===== config.mk =====
export PLATFORM = sky130hd
export DESIGN_NAME = extbus_arbiter
export DESIGN_NICKNAME = d
export VERILOG_FILES = /design/src/rtl/extbus_arbiter.sv
export SDC_FILE = /design/constraint.sdc
export NUM_CORES = 1
export LEC_CHECK = 0
export ABC_AREA = 1
export ABC_CLOCK_PERIOD_IN_PS = 1700
export BUFFER_PORTS_ARGS = -buffer_cell sky130_fd_sc_hd__buf_2
export CORE_AREA = 2 2 87 97
export DETAILED_ROUTE_END_ITERATION = 10
export DIE_AREA = 0 0 89 99
export PLACE_DENSITY = 0.79
export SLEW_MARGIN = 20
export SYNTH_ARGS = -nofsm -noshare
export SYNTH_HDL_FRONTEND = slang
export SYNTH_SLANG_ARGS = --single-unit

===== constraint.sdc =====
create_clock -name clk -period 1.7 [get_ports clk]
set_input_delay 0.17 -clock clk [delete_from_list [all_inputs] [get_ports clk]]
set_output_delay 0.17 -clock clk [all_outputs]
set_load 0.02 [all_outputs]

===== src/rtl/extbus_arbiter.sv =====
// Shares one async SRAM between the VPU, DMA and CPU. Each access is ADDR, SRAM_WAIT strobe cycles, then END.
// Priority is VPU > DMA > CPU, with a cap on VPU bursts and an override for a starved CPU.
module extbus_arbiter #(
  parameter int SRAM_WAIT        = 1,
  parameter int VPU_MAX_BURST    = 4,
  parameter int CPU_STARVE_LIMIT = 16
) (
  input  logic        clk,
  input  logic        rst,
  input  logic        cpu_req,
  input  logic [16:0] cpu_addr,
  input  logic        cpu_rw,
  input  logic [7:0]  cpu_wdata,
  output logic [7:0]  cpu_rdata,
  output logic        cpu_hold,
  input  logic        vpu_req,
  input  logic [15:0] vpu_addr,
  output logic        vpu_ack,
  output logic [7:0]  vpu_rdata,
  input  logic        dma_req,
  input  logic [16:0] dma_addr,
  input  logic        dma_rw,
  input  logic [7:0]  dma_wdata,
  output logic        dma_ack,
  output logic [7:0]  dma_rdata,
  output logic [16:0] sram_addr,
  input  logic [7:0]  sram_dq_i,
  output logic [7:0]  sram_dq_o,
  output logic        sram_dq_oe,
  output logic        sram_oe_n,
  output logic        sram_we_n,
  output logic        sram_cs2
);

  localparam int WW = $clog2(CPU_STARVE_LIMIT + 1);
  localparam int BW = $clog2(VPU_MAX_BURST + 1);
  localparam logic [WW-1:0] WAIT_LIM  = WW'(CPU_STARVE_LIMIT);
  localparam logic [BW-1:0] BURST_LIM = BW'(VPU_MAX_BURST);

  typedef enum logic [1:0] {S_IDLE, S_ADDR, S_STROBE, S_END} state_t;
  typedef enum logic [1:0] {OWN_CPU, OWN_VPU, OWN_DMA} owner_t;

  state_t        r_state;
  owner_t        r_owner;
  logic          r_rw;
  logic [2:0]    r_cnt;
  logic [WW-1:0] r_wait;
  logic [BW-1:0] r_burst;
  logic [16:0]   r_sram_addr;
  logic [7:0]    r_dq_o;
  logic          r_dq_oe, r_oe_n, r_we_n, r_cs2;
  logic [7:0]    r_cpu_rdata, r_vpu_rdata, r_dma_rdata;
  logic          r_vpu_ack, r_dma_ack;

  logic          w_cpu_done, w_cpu_hold, w_starve, w_vpu_ok, w_arb;
  logic          w_grant, w_gnt_rw;
  owner_t        w_gnt_owner;
  logic [16:0]   w_gnt_addr;
  logic [7:0]    w_gnt_wdata;

  assign w_cpu_done = (r_state == S_END) && (r_owner == OWN_CPU);
  assign w_cpu_hold = cpu_req && !w_cpu_done && !rst;
  assign w_starve   = cpu_req && (r_wait >= WAIT_LIM);
  // VPU is masked once its burst cap is reached, but only if someone else is waiting.
  assign w_vpu_ok   = vpu_req && !((r_burst >= BURST_LIM) && (dma_req || cpu_req));
  assign w_arb      = (r_state == S_IDLE) || (r_state == S_END);

  always_comb begin
    w_grant     = 1'b1;
    w_gnt_owner = OWN_CPU;
    w_gnt_addr  = cpu_addr;
    w_gnt_rw    = cpu_rw;
    w_gnt_wdata = cpu_wdata;
    if (w_starve) begin
      w_gnt_owner = OWN_CPU;
    end else if (w_vpu_ok) begin
      w_gnt_owner = OWN_VPU;
      w_gnt_addr  = {1'b0, vpu_addr};
      w_gnt_rw    = 1'b1;
      w_gnt_wdata = 8'h00;
    end else if (dma_req) begin
      w_gnt_owner = OWN_DMA;
      w_gnt_addr  = dma_addr;
      w_gnt_rw    = dma_rw;
      w_gnt_wdata = dma_wdata;
    end else if (!cpu_req) begin
      w_grant = 1'b0;
    end
  end

  always_ff @(posedge clk) begin
    if (rst) begin
      r_state     <= S_IDLE;
      r_owner     <= OWN_CPU;
      r_rw        <= 1'b1;
      r_cnt       <= 3'd0;
      r_wait      <= '0;
      r_burst     <= '0;
      r_sram_addr <= 17'd0;
      r_dq_o      <= 8'h00;
      r_dq_oe     <= 1'b0;
      r_oe_n      <= 1'b1;
      r_we_n      <= 1'b1;
      r_cs2       <= 1'b0;
      r_cpu_rdata <= 8'hFF;
      r_vpu_rdata <= 8'hFF;
      r_dma_rdata <= 8'hFF;
      r_vpu_ack   <= 1'b0;
      r_dma_ack   <= 1'b0;
    end else begin
      r_vpu_ack <= 1'b0;
      r_dma_ack <= 1'b0;
      if (w_arb && w_grant && (w_gnt_owner == OWN_CPU))
        r_wait <= '0;
      else if (w_cpu_hold && (r_wait != '1))
        r_wait <= r_wait + 1'b1;

      case (r_state)
        S_IDLE, S_END: begin
          if (w_grant) begin
            r_state     <= S_ADDR;
            r_owner     <= w_gnt_owner;
            r_rw        <= w_gnt_rw;
            r_sram_addr <= w_gnt_addr;
            r_dq_o      <= w_gnt_wdata;
            r_dq_oe     <= !w_gnt_rw;
            r_cs2       <= 1'b1;
            r_oe_n      <= 1'b1;
            r_we_n      <= 1'b1;
            if (w_gnt_owner != OWN_VPU)
              r_burst <= '0;
            else if (r_burst != BURST_LIM)
              r_burst <= r_burst + 1'b1;
          end else begin
            r_state <= S_IDLE;
            r_cs2   <= 1'b0;
            r_dq_oe <= 1'b0;
            r_oe_n  <= 1'b1;
            r_we_n  <= 1'b1;
            r_burst <= '0;
          end
        end
        S_ADDR: begin
          r_state <= S_STROBE;
          r_cnt   <= 3'd1;
          r_oe_n  <= !r_rw;
          r_we_n  <= r_rw;
        end
        S_STROBE: begin
          if (r_cnt == 3'(SRAM_WAIT)) begin
            r_state <= S_END;
            r_oe_n  <= 1'b1;
            r_we_n  <= 1'b1;
            case (r_owner)
              OWN_VPU: begin
                r_vpu_rdata <= sram_dq_i;
                r_vpu_ack   <= 1'b1;
              end
              OWN_DMA: begin
                if (r_rw) r_dma_rdata <= sram_dq_i;
                r_dma_ack <= 1'b1;
              end
              default: begin
                if (r_rw) r_cpu_rdata <= sram_dq_i;
              end
            endcase
          end else begin
            r_cnt <= r_cnt + 3'd1;
          end
        end
        default: r_state <= S_IDLE;
      endcase
    end
  end

  assign cpu_rdata  = r_cpu_rdata;
  assign cpu_hold   = w_cpu_hold;
  assign vpu_ack    = r_vpu_ack;
  assign vpu_rdata  = r_vpu_rdata;
  assign dma_ack    = r_dma_ack;
  assign dma_rdata  = r_dma_rdata;
  assign sram_addr  = r_sram_addr;
  assign sram_dq_o  = r_dq_o;
  assign sram_dq_oe = r_dq_oe;
  assign sram_oe_n  = r_oe_n;
  assign sram_we_n  = r_we_n;
  assign sram_cs2   = r_cs2;

endmodule


==> impl_metrics.ini, run 1 <==
[outcome]
outcome = finished, final reports clean

[sta]
worstMarginPinSlew_ns = 0.536
fin_skew_ns = 0.00735
fmax_mhz = 637
period_share = 0.924
period_needed_ns = 1.57
max_slew_margin = 0.641
setup_viol = 0
slew_violations = 0
hold_viol = 0

[clocking]
clk_pin_slew_ns = 0.07
numCtsBuffers = 9
root_buffer = clkbuf_8
clk_latency_ns = 0.33
clock_path_buffers = 2
cts_hold_buf = 0
cts.sinks = 71
cts.htree.levels = 3
cts_tree = built

[setup_path]
cpMostUsedCell = inv_1
cp-start-kind = register
timing.rr.end = sram_addr[7]
rr_worst_depth = 9
cp_slowest_cell = dfxtp_1
worst-path-buf-inv = 3
endpoint_kind = primary output
cp.depth = 6
worstSetupStartpoint = r_owner[0]
crit_family = flip-flops
worst-setup-path-type = reg2out
r2r_slack_ns = 0.16
worstPathMaxFanout = 3
r2r_start = r_state[0]
endpoint = cpu_hold
arrival_ns = 1.40
critPathRequiredTime_ns = 1.53
crit_chain = inv_1 -> ha_1 -> nand2_1 -> nand3_1 -> inv_1 -> buf_2
slowest_delay_ns = 0.36

[global_route]
grt_first_pass_wirelength_um = 16000
grt_overflow = 0
antenna_found_initial = 0
track_usage = 0.224
grt_max_degree = 43
grt_pass1_vias = 3787

[final_layout]
final_common_cell = nand2_1
layout.nets = 799
antenna_cells = 0
drive_gt1_frac = 0.277
final_cell_mix = nand2_1 (169), buf_2 (136), nand3_1 (75)
final_cell_area_um2 = 4890
syn2layout_area_growth_pct = 27.7
utilization = 0.625

[floorplanning]
die_w_um = 89
fp.coreArea_um2 = 7830
dieArea_um2 = 8810
initial_core_util = 0.489
io_pins = 137
rows = 34
die_y_um = 99

[detailed_routing]
dr.pass1.iters = 4
drcViolationCount = 0
antenna_left = 0
vias = 4008
routedWlPerCell_um = 11.7
drt_iter0_markers = 115
wl_um = 9620
viasPerCell = 4.89

[logic_synthesis]
synthDistinctLibCells = 36
yosysSeqAreaShare = 0.371
syn_nets = 655
synth_area_um2 = 3830
syn_avg_cell_area_um2 = 6.81
ys_seq_elements = 71
syn_inst = 562
ys_warn_count = 0

[power_and_ir_drop]
seq_power_share = 0.347
p_sw_uw = 2560
intPower_uw = 4090
clkPwrFrac = 0.239
power_frac_comb = 0.414
sw_frac_of_total = 0.385
vdd.ir_drop.worst_v = 0.000694
p_per_area_nw_per_um2 = 1360
leakage_uw = 0.00260

[placement]
gp_congestion = 0.824
dpl-instance-area_um2 = 4610
hpwl_um = 7170
io_buffer_count = 136

[min_path]
worstHoldPathType = in2reg

[run]
maxCapViolations = 0
[registers in the layout, indices dropped and copies added, names as in the netlist]
| signal | count |
|---|---|
| dma_rdata | 8 |
| r_rw | 1 |
| r_state | 2 |
| vpu_rdata | 8 |
| cpu_rdata | 8 |
| sram_addr | 17 |
| r_owner | 2 |
| dma_ack | 1 |
| sram_cs2 | 1 |
| vpu_ack | 1 |
| sram_oe_n | 1 |
| r_burst | 3 |
| sram_dq_oe | 1 |
| r_cnt | 3 |
| r_wait | 5 |
| sram_we_n | 1 |
| sram_dq_o | 8 |
[metrics by stage]
| step | TNS [ns] | setup slack [ns] | hold WS (ns) | std cells | power [uW] |
|---|---|---|---|---|---|
| 2_1_floorplan | 0 | 0.177 | 0.296 | 562 | 4210 |
| 3_3_place_gp | 0 | 0.223 | 0.429 | 797 | 4870 |
| 5_1_grt | -0.00348 | -0.00348 | 0.0757 | 819 | 7140 |
| 3_5_place_dp | 0 | 0.125 | 0.427 | 797 | 4960 |
| 4_1_cts | 0 | 0.0825 | 0.0681 | 813 | 6580 |
| 6_report | 0 | 0.129 | 0.0888 | 819 | 6650 |
[synthesized netlist by cell type]
| library cell | instances | share of area |
|---|---|---|
| buf_2 | 8 | 0.010 |
| clkbuf_1 | 4 | 0.0039 |
| clkinv_2 | 1 | 0.0013 |
| nand4_1 | 2 | 0.0033 |
| clkinv_1 | 1 | 0.00098 |
| dfxtp_1 | 71 | 0.37 |
| nand2_4 | 2 | 0.0059 |
| clkinv_8 | 1 | 0.0043 |
| or2_2 | 1 | 0.0016 |
| nor3_4 | 2 | 0.0085 |
| nor2_1 | 32 | 0.031 |
| ha_1 | 12 | 0.039 |
| buf_6 | 7 | 0.021 |
| inv_2 | 5 | 0.0049 |
| nand3_1 | 75 | 0.098 |
| o21ai_1 | 1 | 0.0013 |
| nor2_2 | 3 | 0.0049 |
| a21boi_4 | 1 | 0.0049 |
| and2_1 | 3 | 0.0049 |
| buf_1 | 2 | 0.0020 |
| xnor2_1 | 2 | 0.0046 |
| inv_1 | 71 | 0.070 |
| and2_0 | 6 | 0.0098 |
| nor3_1 | 1 | 0.0013 |
| a21oi_1 | 34 | 0.044 |
| or2_1 | 1 | 0.0016 |
| xor2_1 | 1 | 0.0023 |
| a21boi_0 | 7 | 0.014 |
| nand2_2 | 3 | 0.0049 |
| o21ai_0 | 24 | 0.031 |
| buf_4 | 3 | 0.0059 |
| nor2_4 | 2 | 0.0059 |
| clkbuf_2 | 1 | 0.0013 |
| nor2_8 | 1 | 0.0052 |
| o21ai_4 | 2 | 0.0085 |
| nand2_1 | 169 | 0.17 |
[metal layers]
layer / GRT usage / routed length [um] / vias to the layer above
li1: - / - / 2040
met1: 0.266 / 4010 / 1786
met2: 0.392 / 4760 / 171
met3: 0.0394 / 708 / 11
met4: 0.0941 / 138 / 0
met5: 0 / 0 / -
[power groups by stage]
stage / Clock (uW) / Combinational (uW) / Sequential, uW
after floorplan: 0 / 1510 / 2700
after global routing: 1710 / 3070 / 2360
final: 1590 / 2750 / 2310
after CTS: 1640 / 2630 / 2310
after detailed placement: 0 / 2630 / 2340
after global placement: 0 / 2540 / 2330
[how the worst min path moves through the flow]
stage	end	cells past startpoint	slack, ns	start
6_report	dma_rdata[7]	3	0.09	sram_dq_i[7]
5_1_grt	cpu_rdata[4]	3	0.08	sram_dq_i[4]
4_1_cts	vpu_rdata[7]	3	0.07	sram_dq_i[7]
3_5_place_dp	vpu_rdata[7]	3	0.43	sram_dq_i[7]
3_3_place_gp	dma_rdata[7]	3	0.43	sram_dq_i[7]
2_1_floorplan	dma_rdata[0]	2	0.30	sram_dq_i[0]
[worst reg2reg max path, delay by kind of cell (launching register included)]
kind	cells	cell delay [ns]
DFF	1	0.37
and+or+nand+nor	4	0.41
buffers and inverters	4	0.40
adders and majority gates	1	0.30
[repair_timing]
item                                    4_1_cts  5_1_grt
endpoints found under the hold margin         0        0
endpoints found under the setup margin        0       12
resized for setup                             0        0
setup buffers                                 0        6
[kinds of logic (layout without fill, tap and decap cells)]
logic type / after synthesis / after routing / synth area share
flops: 71 / 71 / 0.371
fa+ha+maj: 12 / 12 / 0.0392
xor+xnor: 3 / 3 / 0.00687
simple gates: 303 / 303 / 0.353
compound gates: 69 / 69 / 0.104
buf+inv: 104 / 253 / 0.125
[area by class of cell]
class / instances / area, um2
clock buffer: 10 / 128
fill: 747 / 2940
inverter: 79 / 310
tap: 108 / 135
clock inverter: 6 / 109
multi-input combinational: 387 / 1930
sequential: 71 / 1420
timing repair buffer: 158 / 858
Note: power is estimated with default switching activity, not from simulation.
==> run 2: changes to the inputs <==
--- a/config.mk
+++ b/config.mk
@@ -11,7 +11,7 @@
 export CORE_AREA = 2 2 87 97
 export DETAILED_ROUTE_END_ITERATION = 10
 export DIE_AREA = 0 0 89 99
-export PLACE_DENSITY = 0.79
+export PLACE_DENSITY = 0.78
 export SLEW_MARGIN = 20
 export SYNTH_ARGS = -nofsm -noshare
 export SYNTH_HDL_FRONTEND = slang
==> run 2 against run 1 <==
  * Cell area decreased by 0.97%
  * Combinational power decreased by 3%
  * Sequential power about the same
  * Final cell count decreased by 0.61%
  * Critical path depth unchanged
  * Clock-buffer cell count unchanged
  * Fmax increased by 1.9%
  * Clock skew decreased by 0.00073 ns
  * Utilization decreased by 0.61 points
  * Critical path type unchanged
  * Via count decreased by 1.2%
==> impl_metrics.ini, run 2 (synthesis results as in run 1) <==
[power_and_ir_drop]
seq_power_share = 0.357
clkPwrFrac = 0.232
leakage_uw = 0.00257
power_uw = 6470
power_frac_comb = 0.411
p_per_area_nw_per_um2 = 1340
vdd.ir_drop.worst_v = 0.000640
intPower_uw = 3920
sw_frac_of_total = 0.394
p_sw_uw = 2550

[placement]
hpwl_um = 7190
dpl-instance-area_um2 = 4600
io_buffer_count = 136
dp_cells = 796
gp_congestion = 0.780

[setup_path]
cp_slowest_cell = dfxtp_1
cpMostUsedCell = inv_1
critPathRequiredTime_ns = 1.53
worst-setup-path-type = reg2out
cp-start-kind = register
worstPathMaxFanout = 3
endpoint_kind = primary output
arrival_ns = 1.37
slowest_delay_ns = 0.36
crit_chain = inv_1 -> ha_1 -> nand2_1 -> nand3_2 -> inv_1 -> buf_2

[floorplanning]
die_w_um = 89
initial_core_util = 0.489
die_y_um = 99
rows = 34
fp.coreArea_um2 = 7830
dieArea_um2 = 8810
io_pins = 137

[final_layout]
final_cell_mix = nand2_1 (169), buf_2 (136), nand3_1 (74)
antenna_cells = 0
fillerInstances = 743
final_cells = 814
final_cell_area_um2 = 4840
largest_reg_flops = 17
final_common_cell = nand2_1
syn2layout_area_growth_pct = 26.5
layout.nets = 794
drive_gt1_frac = 0.275

[sta]
fin_skew_ns = 0.00662
fin_setup_tns_ns = 0
period_needed_ns = 1.54
worstMarginPinSlew_ns = 0.519
setup_viol = 0
period_share = 0.907
max_slew_margin = 0.653
hold_viol = 0
slew_violations = 0
fmax_mhz = 649
rsz0062_at_grt = false

[detailed_routing]
antenna_left = 0
vias = 3960
drt_iter0_markers = 127
wl_um = 9430
drcViolationCount = 0
viasPerCell = 4.86
dr.pass1.iters = 5
routedWlPerCell_um = 11.6

[clocking]
cts_hold_buf = 0
clk_latency_ns = 0.35
numCtsBuffers = 9
root_buffer = clkbuf_8
cts.htree.levels = 3
cts.sinks = 71
cts_tree = built
clock_path_buffers = 2
clk_pin_slew_ns = 0.08

[min_path]
worstHoldPathType = in2reg

[outcome]
outcome = finished, final reports clean

[run]
maxCapViolations = 0

[global_route]
track_usage = 0.226
antenna_found_initial = 0
grt_pass1_vias = 3775
grt_overflow = 0
grt_first_pass_wirelength_um = 16000
grt_max_degree = 43
run 2: area by class of cell:
cell class              instances  area (um2)  area share
clock buffers                  10         138      0.0284
clock inverters                 6        83.8      0.0173
inverters                      79         310      0.0641
multi-input cells             387        1930       0.399
flip-flops and latches         71        1420       0.294
well taps                     108         135      0.0279
repair buffers                153         821       0.170
run 2: worst max-delay path: cells and delay by family, from the launching register on:
kind,cells,cell delay (ns)
buffers and inverters,3,0.29
adders and majority gates,1,0.19
DFF,1,0.36
and+or+nand+nor,2,0.18
run 2: metal layers:
layer | global-route usage | wire length (um) | vias up
li1 | - | - | 2041
met5 | 0 | 0 | -
met1 | 0.259 | 3820 | 1753
met3 | 0.0477 | 714 | 17
met2 | 0.404 | 4740 | 149
met4 | 0.0873 | 156 | 0
run 2: power groups by stage:
stage | clock, uW | combinational (uW) | sequential, uW
after floorplan | 0 | 1510 | 2700
after global placement | 0 | 2540 | 2340
after detailed placement | 0 | 2630 | 2340
after CTS | 1520 | 2640 | 2310
after global routing | 1600 | 2970 | 2370
final | 1500 | 2660 | 2310
run 2: path summary, 6_finish.rpt:
path	cells past startpoint	end	start	slack [ns]
worst max-delay path	6	cpu_hold	r_owner[0]	0.16
worst min-delay path	3	cpu_rdata[2]	sram_dq_i[2]	0.07
worst max register to register	9	sram_addr[14]	r_state[0]	0.21
worst min register to register	2	cpu_rdata[2]	cpu_rdata[2]	0.46
run 2: metrics by stage:
step	hold slack, ns	util	setup slack (ns)
finish	0.0689	0.618	0.159
global route	0.0698	0.618	0.0216
CTS	0.0530	0.616	0.0731
detailed placement	0.420	0.588	0.142
global placement	0.420	0.588	0.215
floorplan	0.296	-	0.177
run 2: repair_timing:
item                                    CTS  global route
resized for setup                         0             1
buffers inserted                          0             2
endpoints found under the setup margin    0             7
==> run 3: changes to the inputs <==
--- a/config.mk
+++ b/config.mk
@@ -8,10 +8,11 @@
 export ABC_AREA = 1
 export ABC_CLOCK_PERIOD_IN_PS = 1700
 export BUFFER_PORTS_ARGS = -buffer_cell sky130_fd_sc_hd__buf_2
-export CORE_AREA = 2 2 87 97
+export CAP_MARGIN = 10
+export CORE_AREA = 2 2 97 108
 export DETAILED_ROUTE_END_ITERATION = 10
-export DIE_AREA = 0 0 89 99
-export PLACE_DENSITY = 0.78
+export DIE_AREA = 0 0 99 110
+export PLACE_DENSITY = 0.64
 export SLEW_MARGIN = 20
 export SYNTH_ARGS = -nofsm -noshare
 export SYNTH_HDL_FRONTEND = slang
==> run 3 against run 2 <==
  * Fmax is 3.4% lower
  * Wire length is 3.2% higher
  * Final cell count is 1.8% higher
  * Non-clock buffer count is 3 higher
  * Utilization is 12 points lower
  * Clock power is 9% lower
  * Worst setup slack worse by 0.054 ns
  * Register-to-register slack worse by 0.05 ns
  * Global-route usage is 5.0 points lower
  * Largest power group unchanged
  * Cell area is 0.47% higher
  * First-iteration DRC count is 7.1% lower
  * Sequential share of layout area is 0.14 points lower
==> impl_metrics.ini, run 3 (synthesis results as in run 1) <==
[clocking]
cts.sinks = 71
clk_pin_slew_ns = 0.08
numCtsBuffers = 9
root_buffer = clkbuf_8
clk_latency_ns = 0.34
cts_tree = built
clock_path_buffers = 2
cts_hold_buf = 0
cts.htree.levels = 3

[setup_path]
worstPathMaxFanout = 3
cp-start-kind = register
critPathRequiredTime_ns = 1.53
arrival_ns = 1.42
r2r_slack_ns = 0.16
worst-setup-path-type = reg2out
endpoint_kind = primary output

[outcome]
outcome = finished, final reports clean

[sta]
rsz0062_at_grt = false
worstMarginPinSlew_ns = 0.539
period_share = 0.938
max_slew_margin = 0.639
setup_viol = 0
hold_viol = 0
fin_setup_tns_ns = 0
period_needed_ns = 1.59
fmax_mhz = 627
slew_violations = 0
fin_skew_ns = 0.00574

[floorplanning]
dieArea_um2 = 10900
die_w_um = 99
initial_core_util = 0.393
die_y_um = 110
rows = 38
io_pins = 137
fp.coreArea_um2 = 9750

[detailed_routing]
wl_um = 9730
viasPerCell = 4.69
drcViolationCount = 0
vias = 3884
dr.pass1.iters = 4
routedWlPerCell_um = 11.7
antenna_left = 0
drt_iter0_markers = 118

[global_route]
track_usage = 0.176
grt_max_degree = 26
grt_first_pass_wirelength_um = 15800
grt_busiest_layer = met2
grt_use_met2 = 0.318
use_met1 = 0.216
use_met3 = 0.0353
antenna_found_initial = 0
grt_pass1_vias = 3562
grt_overflow = 0

[min_path]
worstHoldPathType = in2reg

[run]
maxCapViolations = 0

[power_and_ir_drop]
vdd.ir_drop.worst_v = 0.000583
leakage_uw = 0.00258
p_per_area_nw_per_um2 = 1320

[placement]
hpwl_um = 7340
io_buffer_count = 136
dpl-instance-area_um2 = 4640
gp_congestion = 0.823

[final_layout]
final_cell_mix = nand2_1 (169), buf_2 (136), nand3_1 (75)
largest_reg_flops = 17
syn2layout_area_growth_pct = 27.1
drive_gt1_frac = 0.275
final_cell_area_um2 = 4860
antenna_cells = 0
final_common_cell = nand2_1
layout.nets = 797
[run 3: layer usage]
layer,up-vias,part of all wire
met2,125,0.49
met3,11,0.059
met4,0,0.011
met1,1710,0.44
li1,2038,-
met5,-,0
[run 3: what timing repair did]
item	4_1_cts	5_1_grt
setup buffers	0	2
gates resized for setup	0	0
endpoints found under the setup margin	0	7
[run 3: area by class of cell]
type	instances	area (um2)
inverter	79	310
sequential	71	1420
clock buffer	11	141
tap	120	150
fill	1018	4880
clock inverter	5	57.6
timing repair buffer	156	856
multi-input combinational	387	1930
[run 3: worst paths after layout]
path / end / depth (start not counted) / startpoint
setup / recovery: cpu_hold / 6 / r_owner[0]
hold reg to reg: vpu_rdata[1] / 2 / vpu_rdata[1]
setup reg to reg: dma_rdata[2] / 8 / r_cnt[0]
hold / removal: cpu_rdata[4] / 3 / sram_dq_i[4]
[run 3: critical path, stage by stage (launching register included)]
cell and delay [ns]:
dfxtp_1 0.36, inv_1 0.07, ha_1 0.19, nand2_1 0.06, nand3_1 0.16, inv_1 0.09, buf_2 0.16
[run 3: where the power goes]
group	leakage (uW)	internal [uW]	total (uW)	switching, uW
Clock	0.000103	719	1370	651
Combinational	0.00189	1030	2720	1680
Sequential	0.000582	2070	2310	238
Total	0.00258	3820	6400	2570
[run 3: through the flow]
stage          total power, uW  worst slack [ns]  utilization  hold WS (ns)  instances
2_1_floorplan             4210             0.177            -         0.296        562
3_3_place_gp              4910             0.208        0.476         0.419        811
3_5_place_dp              4980             0.139        0.476         0.420        811
4_1_cts                   6370            0.0597        0.496        0.0601        827
5_1_grt                   6860            0.0199        0.499        0.0829        829
6_report                  6400             0.105        0.499        0.0766        829
